--- src/rtl/ahb_pkg.sv ---
// ahb_pkg: AHB-Lite encodings and line-fill types shared by ahb_line_fill
package ahb_pkg;

    typedef enum logic [1:0] {
        HT_IDLE   = 2'b00,
        HT_BUSY   = 2'b01,
        HT_NONSEQ = 2'b10,
        HT_SEQ    = 2'b11
    } htrans_e;

    localparam logic [2:0] HBURST_SINGLE = 3'b000;
    localparam logic [2:0] HBURST_INCR4  = 3'b011;
    localparam logic [2:0] HBURST_WRAP4  = 3'b010;

    localparam logic [2:0] HSIZE_WORD = 3'b010;

    typedef enum logic [1:0] {
        ST_IDLE,
        ST_BURST,
        ST_DONE
    } fill_state_e;

    localparam int LINE_W = 128;

endpackage

--- src/rtl/ahb_line_fill.sv ---
// ahb_line_fill: I-cache line refill via a 4-beat AHB-Lite read burst; CRITICAL_WORD_FIRST_EN selects WRAP4 critical-word-first
module ahb_line_fill
    import ahb_pkg::*;
#(
    parameter int LINE_WORDS = 4,
    parameter int ADDR_W     = 32
) (
    input  logic                     clk,
    input  logic                     rst,
    input  logic                     mem_req,
    input  logic [ADDR_W-1:0]        mem_addr,
    output logic [LINE_WORDS*32-1:0] mem_data_out,
    output logic                     mem_ready,
    output logic                     mem_err,
    output logic [ADDR_W-1:0]        haddr,
    output logic [1:0]               htrans,
    output logic [2:0]               hburst,
    output logic [2:0]               hsize,
    output logic                     hwrite,
    input  logic [31:0]              hrdata,
    input  logic                     hready,
    input  logic                     hresp
);

    fill_state_e               state;
    htrans_e                   ht;
    logic [ADDR_W-5:0]         base;
    logic [1:0]                start;
    logic [1:0]                start_word;
    logic [2:0]                acnt;
    logic [2:0]                dcnt;
    logic                      err_seen;
    logic [LINE_WORDS*32-1:0]  line;
    logic [LINE_WORDS*32-1:0]  line_nxt;
    logic [1:0]                dlane;
    logic [1:0]                word_nxt;
    logic                      dpend;
    logic                      addr_unused;

`ifdef CRITICAL_WORD_FIRST_EN
    localparam logic [2:0] BURST_KIND = HBURST_WRAP4;
    assign start_word  = mem_addr[3:2];
    assign addr_unused = ^mem_addr[1:0];
`else
    localparam logic [2:0] BURST_KIND = HBURST_INCR4;
    assign start_word  = 2'b00;
    assign addr_unused = ^mem_addr[3:0];
`endif

    assign htrans = ht;
    assign hsize  = HSIZE_WORD;
    assign hwrite = 1'b0;
    // A data phase is outstanding whenever more addresses were accepted than beats returned
    assign dpend  = (acnt != dcnt);

    // Lane of the beat in its data phase, next wrapped word address, and the line with that beat merged
    always_comb begin
        dlane    = start + dcnt[1:0];
        word_nxt = start + acnt[1:0] + 2'd1;
        line_nxt = line;
        line_nxt[{dlane, 5'd0} +: 32] = hrdata;
    end

    // Fill FSM: issues the pipelined burst, assembles the line and pulses completion
    always_ff @(posedge clk) begin
        if (!rst) begin
            state        <= ST_IDLE;
            ht           <= HT_IDLE;
            haddr        <= '0;
            hburst       <= HBURST_SINGLE;
            base         <= '0;
            start        <= '0;
            acnt         <= '0;
            dcnt         <= '0;
            err_seen     <= 1'b0;
            line         <= '0;
            mem_data_out <= '0;
            mem_ready    <= 1'b0;
            mem_err      <= 1'b0;
        end else begin
            mem_ready <= 1'b0;
            mem_err   <= 1'b0;
            case (state)
                ST_IDLE: begin
                    if (mem_req) begin
                        state    <= ST_BURST;
                        base     <= mem_addr[ADDR_W-1:4];
                        start    <= start_word;
                        acnt     <= '0;
                        dcnt     <= '0;
                        err_seen <= 1'b0;
                        line     <= '0;
                        ht       <= HT_NONSEQ;
                        haddr    <= {mem_addr[ADDR_W-1:4], start_word, 2'b00};
                        hburst   <= BURST_KIND;
                    end
                end
                ST_BURST: begin
                    if (hready) begin
                        if (dpend && (hresp || err_seen)) begin
                            state        <= ST_DONE;
                            ht           <= HT_IDLE;
                            mem_ready    <= 1'b1;
                            mem_err      <= 1'b1;
                            mem_data_out <= line;
                        end else begin
                            if (dpend) begin
                                line <= line_nxt;
                                dcnt <= dcnt + 3'd1;
                                if (dcnt == 3'd3) begin
                                    state        <= ST_DONE;
                                    mem_ready    <= 1'b1;
                                    mem_data_out <= line_nxt;
                                end
                            end
                            if (ht != HT_IDLE) begin
                                acnt  <= acnt + 3'd1;
                                ht    <= (acnt == 3'd3) ? HT_IDLE : HT_SEQ;
                                haddr <= (acnt == 3'd3) ? haddr : {base, word_nxt, 2'b00};
                            end
                        end
                    end else if (dpend && hresp) begin
                        // First ERROR cycle: cancel the pending address phase in the second cycle
                        ht       <= HT_IDLE;
                        err_seen <= 1'b1;
                    end
                end
                default: state <= ST_IDLE;
            endcase
        end
    end

endmodule

--- config.mk ---
export PLATFORM = sky130hd
export DESIGN_NAME = ahb_line_fill
export DESIGN_NICKNAME = d
export VERILOG_FILES = /design/src/rtl/ahb_pkg.sv /design/src/rtl/ahb_line_fill.sv
export SDC_FILE = /design/constraint.sdc
export NUM_CORES = 1
export LEC_CHECK = 0
export CORE_AREA = 3 3 258 159
export CTS_CLUSTER_DIAMETER = 80
export DETAILED_ROUTE_END_ITERATION = 8
export DIE_AREA = 0 0 261 162
export GPL_TIMING_DRIVEN = 0
export PLACE_DENSITY = 0.65
export RECOVER_POWER = 100
export SLEW_MARGIN = 40
export SYNTH_ARGS = -nofsm -noshare
export SYNTH_HDL_FRONTEND = slang
export SYNTH_SLANG_ARGS = --single-unit
--- constraint.sdc ---
create_clock -name clk -period 2.6 [get_ports clk]
set_input_delay 0.52 -clock clk [delete_from_list [all_inputs] [get_ports clk]]
set_output_delay 0.52 -clock clk [all_outputs]
set_load 0.1 [all_outputs]
# Word level (Yosys, flattened, before mapping)
# Index checks and enable logic that the tools add are counted.
[op_classes]
div = 0
n_mux = 45
shift = 2
multipliers = 0
add_sub_neg = 4
eq_ne = 16
bitwise = 0
magnitude_cmp = 0
n_reduce_logical = 17
[ops]
columns = ["op", "n"]
rows = [
  ["128-bit 2-to-1 mux", 7],
  ["128-bit one-hot mux with 2 select lines", 1],
  ["32-bit 2-to-1 mux", 5],
  ["128-bit bitwise mux", 1],
  ["32-bit by 9-bit variable shift with 128-bit output, first input constant", 1],
  ["32-bit by 9-bit indexed part select with 128-bit output", 1],
  ["32-bit one-hot mux with 2 select lines", 1],
  ["2-bit 2-to-1 mux", 11],
  ["3-bit 2-to-1 mux", 7],
  ["2-bit != test, second input constant", 8],
  ["4-bit AND reduction", 4],
  ["3-bit one-hot mux with 2 select lines", 2],
  ["5-bit AND reduction", 2],
  ["3-bit != test, second input constant", 3],
  ["7-bit negation with 9-bit output", 1],
  ["2-bit one-hot mux with 2 select lines", 2],
  ["2-bit nonzero test", 4],
  ["1-bit 2-to-1 mux", 7],
  ["3-bit by 1-bit adder with 3-bit output, second input constant", 2],
  ["3-bit by 2-bit equality test with 1-bit output, second input constant", 2],
  ["6-bit AND reduction", 1],
  ["4-bit != test, second input constant", 1],
  ["3-bit != test", 1],
  ["3-bit AND reduction", 1],
  ["7 further kinds", 8],
]
[totals]
mem_bits_rw = 0
reg_bits = 330
memories = 0
in_bits = 69
latch_bits = 0
output_inout_bits = 171
elab_cells = 96
mem_bits_ro = 0

# Longest topological paths before layout
[logic_depth]
ltp_word = 7
depth_mapped = 10
ltp_nobuf = 6

# Worst setup path after synthesis
# OpenSTA, ideal clock, no wires.
[synth_path]
path_kind = "reg2reg"
startpoint = "register dcnt[0]"
endpoint = "register line[125]"
setup_time_ns = 0.070
arrival_time_ns = 2.193
slack_ns = 0.337
path_stages_with_launch = 10
period_less_slack_ns = 2.263
required_time_ns = 2.530
n_path_buf = 3
path_cell_list = "dfxtp_1 > buf_2 > inv_1 > ha_1 > nor4bb_1 > clkbuf_1 > clkbuf_1 > a22o_1 > nand4_1 > a21oi_1"
[synth_between]
elab_chain_cells = 7
word_cells_on_any_way = 13
cone_classes = "add/sub (1); eq/ne (3); shift (2); mux (5); reduce/logical (2)"
[synth_lines]
columns = ["item", "line_no", "rtl"]
rows = [
  ["start, declared", "ahb_line_fill.sv:31", "logic [2:0] dcnt;"],
  ["start signal, assigned", "ahb_line_fill.sv:109", "dcnt <= dcnt + 3'd1;"],
  ["7-bit negation with 9-bit output", "ahb_line_fill.sv:61", "line_nxt[{dlane, 5'd0} +: 32] = hrdata;"],
  ["32-bit by 9-bit indexed part select with 128-bit output / 32-bit by 9-bit variable shift with 128-bit output (equally long branches)", "ahb_line_fill.sv:61", ""],
  ["128-bit bitwise mux", "ahb_line_fill.sv:61", ""],
  ["128-bit 2-to-1 mux", "ahb_line_fill.sv:107", "if (dpend) begin"],
  ["128-bit 2-to-1 mux", "ahb_line_fill.sv:100", "if (dpend && (hresp || err_seen)) begin"],
  ["128-bit 2-to-1 mux", "ahb_line_fill.sv:99", "if (hready) begin"],
  ["128-bit one-hot mux with 2 select lines", "ahb_line_fill.sv:83", "case (state)"],
  ["end signal, assigned", "ahb_line_fill.sv:108", "line <= line_nxt;"],
  ["end, declared", "ahb_line_fill.sv:33", "logic [LINE_WORDS*32-1:0] line;"],
]
# Several ways; a longest one is shown, not always the timed one. The select of a mux whose other input is x is not followed.
# A chain may end at the register's enable or synchronous reset.

# Final worst setup path
[layout_path]
startpoint = "register dcnt[1]"
endpoint = "register mem_data_out[124]"
[layout_between]
elab_chain_cells = 6
word_cells_on_any_way = 13
cone_classes = "add/sub (1); eq/ne (2); shift (2); mux (4); reduce/logical (4)"
[layout_lines]
columns = ["item", "line_no", "rtl"]
rows = [
  ["7-bit negation with 9-bit output", "ahb_line_fill.sv:61", ""],
  ["32-bit by 9-bit indexed part select with 128-bit output / 32-bit by 9-bit variable shift with 128-bit output (equally long branches)", "ahb_line_fill.sv:61", ""],
  ["128-bit bitwise mux", "ahb_line_fill.sv:61", ""],
  ["128-bit 2-to-1 mux", "ahb_line_fill.sv:110", "if (dcnt == 3'd3) begin"],
  ["128-bit 2-to-1 mux", "ahb_line_fill.sv:107", ""],
  ["128-bit 2-to-1 mux", "ahb_line_fill.sv:100", ""],
  ["end signal, assigned", "ahb_line_fill.sv:105", "mem_data_out <= line;"],
  ["end signal, assigned", "ahb_line_fill.sv:113", "mem_data_out <= line_nxt;"],
  ["end, declared", "ahb_line_fill.sv:12", "output logic [LINE_WORDS*32-1:0] mem_data_out,"],
]
# Several ways; a longest one is shown, not always the timed one. The select of a mux whose other input is x is not followed.

==> results_dict.tcl <==
set metrics [dict create \
    synth_area_per_cell_sq_um 8.68 \
    drt-pass1-iter-count 6 \
    ys_ff_latch 328 \
    drt_iter0_markers 2117 \
    area_growth_syn_to_layout_pct 21.6 \
    floorplan.initialDensity 0.389 \
    antenna_cells 0 \
    antenna_found_initial 0 \
    grt_usage 0.284 \
    cts_tree "yes" \
    drv_cap 0 \
    fin_crit_ns 2.60 \
    crit_chain "ha_2, ha_1, nor3_2, a311oi_2, buf_4, buf_2, o211ai_1, a21oi_1" \
    crit_type "flop to flop" \
    rr_startpoint "dcnt[1]" \
    synth_edf_count 0 \
    io_pins 240 \
    start_kind "flop" \
    worstHoldStart "base[25]" \
    min_path_type "flop to flop" \
    synth_top_area_share 0.435 \
    root_buffer "clkbuf_16" \
    violations "negative setup slack" \
    dieWidth_um 261 \
    fmax_ghz 0.384 \
    synthTopCellsByArea "dfxtp_1 (44%), a21oi_1 (8.3%), a22o_1 (6.2%)" \
    relSlewSlack 0.156 \
    power_density_mw_per_mm2 659 \
    ant_nets 0 \
    ys_seq_area_frac 0.435 \
    rows 56 \
    drc_errors 0 \
    cp-end-kind "flop" \
    synth-async-reset-ratio 0 \
    run_status "finished, violations left" \
    synth_top_area_cell "dfxtp_1" \
    synthFlopType "dfxtp_1" \
    clk_pin_slew_ns 0.06 \
    cts_buffers 34 \
    cts_max_level 2 \
    max_stage_delay_ns 0.45 \
    grt_pass1_wl_um 93700 \
    whs_ns 0.453 \
    drive_above_1_share 0.0882 \
    cts_num_sinks 328 \
    ff2ff_setup_slack_ns -0.0009 \
    finalSetupViolCount 1 \
    wl_per_cell_um 24.5 \
    coreArea_sq_mm 0.0387 \
    hpwl_um 44100 \
    synth_warnings 0 \
    syn_area_sq_mm 0.0151 \
    placed_cell_area_sq_mm 0.0172 \
    grt_pass1_vias 15294 \
    synth_cells 1738 \
    required_ns 3.05 \
    worst-r2r-cell-count 8 \
    cts_max_path_buffers 3 \
    cp_max_fo 10 \
    portBuffers 227 \
    reg2reg_to "mem_data_out[124]" \
    grt.overflow.total 0 \
    p_leak_nw 6.12 \
    vias_per_cell 6.37 \
    drt_wl_total_um 62500 \
    finClkSkew_ns 0.0278 \
    grt_setup_unrepaired "yes" \
    vdd_drop_max_mv 0.297 \
    grt_max_degree 15 \
    min_to "base[25]" \
    worstMarginPinSlew_ns 1.27 \
    clkLatencyLatePin_ns 0.54 \
    period_share 1.00 \
    fin_nets 2084 \
    final_max_slew_viol_count 0 \
    yosysUniqueCellTypes 53 \
    layout_setup_ws_ns -0.000866 \
    via_count 16258 \
    place.gp.congestion 0.966 \
    crit_slowest_cell "dfxtp_2" \
    stdcell_area_sq_mm 0.0183 \
    hold_viol_final 0 \
    worst_hold_path.num_cells 2 \
    dieArea_sq_mm 0.0423 \
    fp.dieH_um 162 \
    arrival_ns 3.05 \
]
## per-stage QoR
| stage | util | setup slack, ns | setup TNS [ns] | power, mW | std cells |
|---|---|---|---|---|---|
| floorplan | - | 0.337 | 0 | 6.40 | 1743 |
| detailed placement | 0.445 | -0.686 | -102.91 | 7.00 | 2493 |
| CTS | 0.476 | 0.0194 | 0 | 12.1 | 2549 |
| finish | 0.473 | -0.000866 | -0.000866 | 12.1 | 2551 |
| global route | 0.473 | -0.0273 | -0.0284 | 12.4 | 2551 |
| global placement | 0.465 | -0.678 | -118.75 | 7.02 | 2492 |
## how the worst max path moves through the flow
stage,to,from,cells past startpoint,slack [ns]
finish,mem_data_out[124],dcnt[1],8,-0.0009
global route,mem_data_out[124],dcnt[1],8,-0.03
CTS,mem_data_out[85],dcnt[0],9,0.02
detailed placement,mem_data_out[99],hresp,7,-0.69
global placement,mem_data_out[112],hresp,7,-0.68
floorplan,line[125],dcnt[0],9,0.34
## cell families after synthesis
logic type               share of synthesized area
AO/OA/AOI/OAI                                0.351
XOR/XNOR                                   0.00398
adder cells (fa/ha/maj)                    0.00663
buffers and inverters                       0.0674
flip-flops                                   0.435
multiplexers                                0.0199
other                                     0.000498
AND/OR/NAND/NOR                              0.115
## cell type report
class | count | area [sq um]
Fill cell | 3784 | 20400
Multi-Input combinational cell | 1178 | 7630
Inverter | 12 | 45.0
Buffer | 223 | 1020
Sequential cell | 328 | 6570
Clock inverter | 7 | 91.3
Clock buffer | 51 | 1060
Tap cell | 522 | 653
Timing Repair Buffer | 230 | 1280
## report_power, final
| part | switching [mW] | internal, mW | total (mW) |
|---|---|---|---|
| Clock | 2.13 | 3.00 | 5.13 |
| Sequential | 0.0513 | 5.11 | 5.16 |
| Combinational | 1.37 | 0.422 | 1.80 |
| Total | 3.55 | 8.54 | 12.1 |
## Yosys cell counts, drive strengths merged (4+ instances only)
cell	count
a32o	21
buf	82
dfxtp	328
a21oi	251
nor3	8
o31ai	40
inv	9
nor2	43
nand3b	4
o211ai	83
nand3	48
nand4	85
o21ai	101
clkbuf	143
a311o	83
o31a	4
ha	8
and3	6
mux2i	30
nand2	148
a221oi	28
a31oi	43
a22o	107
## metal layers
layer / vias up / routed length (um) / track usage
li1: 7213 / - / -
met2: 1016 / 24800 / 0.394
met1: 7870 / 27200 / 0.407
met4: 0 / 1930 / 0.0883
met3: 159 / 8670 / 0.103
met5: - / 0 / 0
## repair_timing
item                                    CTS  global route
hold buffers                              0             0
resized for setup                        26            44
setup buffers                             0             2
endpoints found under the setup margin  228           219
pin swaps                                 0             1
## cell usage in the layout, fill, tap and decap left out, types with 7 or more instances in the layout
| cell type | instances |
|---|---|
| inv_1 | 9 |
| a31oi_1 | 42 |
| clkbuf_1 | 279 |
| nand2_1 | 148 |
| buf_4 | 15 |
| clkbuf_8 | 12 |
| dfxtp_1 | 327 |
| conb_1 | 7 |
| nand4_1 | 85 |
| clkbuf_16 | 35 |
| nand3_1 | 48 |
| a22o_1 | 107 |
| o211ai_1 | 83 |
| a311o_1 | 83 |
| nor2_1 | 42 |
| a21oi_1 | 251 |
| clkbuf_2 | 26 |
| a32o_1 | 21 |
| buf_2 | 48 |
| a221oi_1 | 28 |
| o21ai_0 | 101 |
| o31ai_1 | 38 |
| mux2i_1 | 30 |
| buf_1 | 15 |
| clkdlybuf4s50_1 | 63 |
## critical path, delay by kind of cell, from the launching register on
kind | cells | cell delay [ns]
DFF | 1 | 0.45
AOI/OAI and AO/OA | 3 | 0.80
and+or+nand+nor | 1 | 0.09
adders and majority gates | 2 | 0.61
buffers and inverters | 2 | 0.58
## sequential cells by signal (all words and copies together), names as in the netlist
register      flops
mem_err           1
base             28
hburst            1
err_seen          1
line            128
dcnt              3
htrans            2
acnt              3
state             2
haddr            30
mem_data_out    128
mem_ready         1
(Power assumes the default switching activity.)
==> patch (same settings) <==
Build with the macro `CRITICAL_WORD_FIRST_EN` defined.
--- a/src/rtl/ahb_line_fill.sv
+++ b/src/rtl/ahb_line_fill.sv
@@ -1,2 +1,4 @@
 // ahb_line_fill: I-cache line refill via a 4-beat AHB-Lite read burst; CRITICAL_WORD_FIRST_EN selects WRAP4 critical-word-first
+`define CRITICAL_WORD_FIRST_EN
+
 module ahb_line_fill
Check against the original RTL: not equivalent (Yosys sat finds a counterexample within 4 cycles, from zero or initial values and one cycle with rst low).
==> patch against the unedited design <==
  * Synthesized area fell by 12%
  * Fmax rose by 1.3%
  * Sequential cell count rose by 2
  * Total power barely moved
  * Cell area fell by 10%
  * Routed wire length fell by 23%
  * First-iteration DRC count fell by 33%
  * Via count fell by 23%
  * Setup slack improved by 0.033 ns
  * Clock skew rose by 0.0077 ns
  * Worst hold slack improved by 0.0021 ns
  * Critical path type unchanged
  * Combinational power fell by 9%
  * Sequential share of layout area rose by 4.5 points
==> patch: results (changes against the unedited design) <==
routing:
  route.met2.wl_microns: 20300  # was 24800 microns
  vias: 12600  # was 16300
  wl_met1_microns: 21700  # was 27200 microns
power:
  vdd_drop_max_mv: 0.383  # was 0.297 mV
  swShare_pct: 28.7  # was 29.4%
cells_and_area:
  clockBufferCount: 42  # was 51
  seq_share_pct: 40.3  # was 35.8%
  clk_share_pct: 7.23  # was 6.26%
  multi_input_area_sq_um: 5900  # was 7630 sq um
  diodes: 1  # was 0
  fillers: 3823  # was 3784
  fin_nets: 1771  # was 2084
  n_all_inverters: 11  # was 12
synth:
  synth_area_leaders: "dfxtp_1 (50%), a21oi_1 (9.7%), a22o_1 (8.4%), nand2_1 (4.4%), o21ai_0 (3.8%)"  # was dfxtp_1 (44%), a21oi_1 (8.3%), a22o_1 (6.2%), a311o_1 (5.5%), o211ai_1 (4.1%)
  muxShareOfSynthArea_pct: 0.452  # was 1.99%
  syn_area_per_cell_sq_um: 9.22  # was 8.68 sq um
  synth_compound_area_share_pct: 33.9  # was 35.1%
global_routing:
  grt_use_met2_pct: 31.2  # was 39.4%
place:
  routabilityCongestion: 0.883  # was 0.966
  port-buffer-count: 196  # was 227
  place_inst: 2167  # was 2493
  place_hpwl_microns: 34500  # was 44100 microns
clock_network:
  cts.sinks: 330  # was 328
  ctsResizeCount: 18  # was 26
setup_path:
  rrSetupSlack_ns: 0.03  # was -0.0009 ns
  cp_top_family: "simple AND/OR/NAND/NOR gates"  # was compound AO/OA/AOI/OAI gates
  slowest_stage: "xor3_2"  # was dfxtp_2
  cp.arrival_ns: 3.01  # was 3.05 ns
min_path:
  hp-start: "base[20]"  # was base[25]
status:
  status: "completed"  # was complete, but fails checks
patch: changes by cell type in the layout (fill, tap and decap cells not counted), moves of 28 or more:
cell	unedited run	this run
o31ai_1	38	1
nand4_1	85	0
o32ai_1	0	30
a311o_1	83	0
clkbuf_1	279	243
nand3_1	48	5
a22oi_1	0	64
a32oi_1	0	32
a221oi_1	28	0
clkdlybuf4s50_1	63	32
a31oi_1	42	0
o211ai_1	83	1
patch: worst min path at each step:
stage                          end  slack, ns  cells past startpoint
after floorplan            base[0]       0.44                      2
after global placement    base[18]       0.44                      2
after detailed placement  base[19]       0.45                      2
after CTS                 base[19]       0.46                      2
after global routing      base[14]       0.47                      2
final                     base[20]       0.46                      2
patch: power groups by stage:
stage          sequential, mW  combinational (mW)  clock (mW)
2_1_floorplan            5.82               0.686           0
3_3_place_gp             5.33                1.64           0
3_5_place_dp             5.33                1.59           0
4_1_cts                  5.21                1.62        5.31
5_1_grt                  5.22                1.72        5.57
6_report                 5.22                1.63        5.25
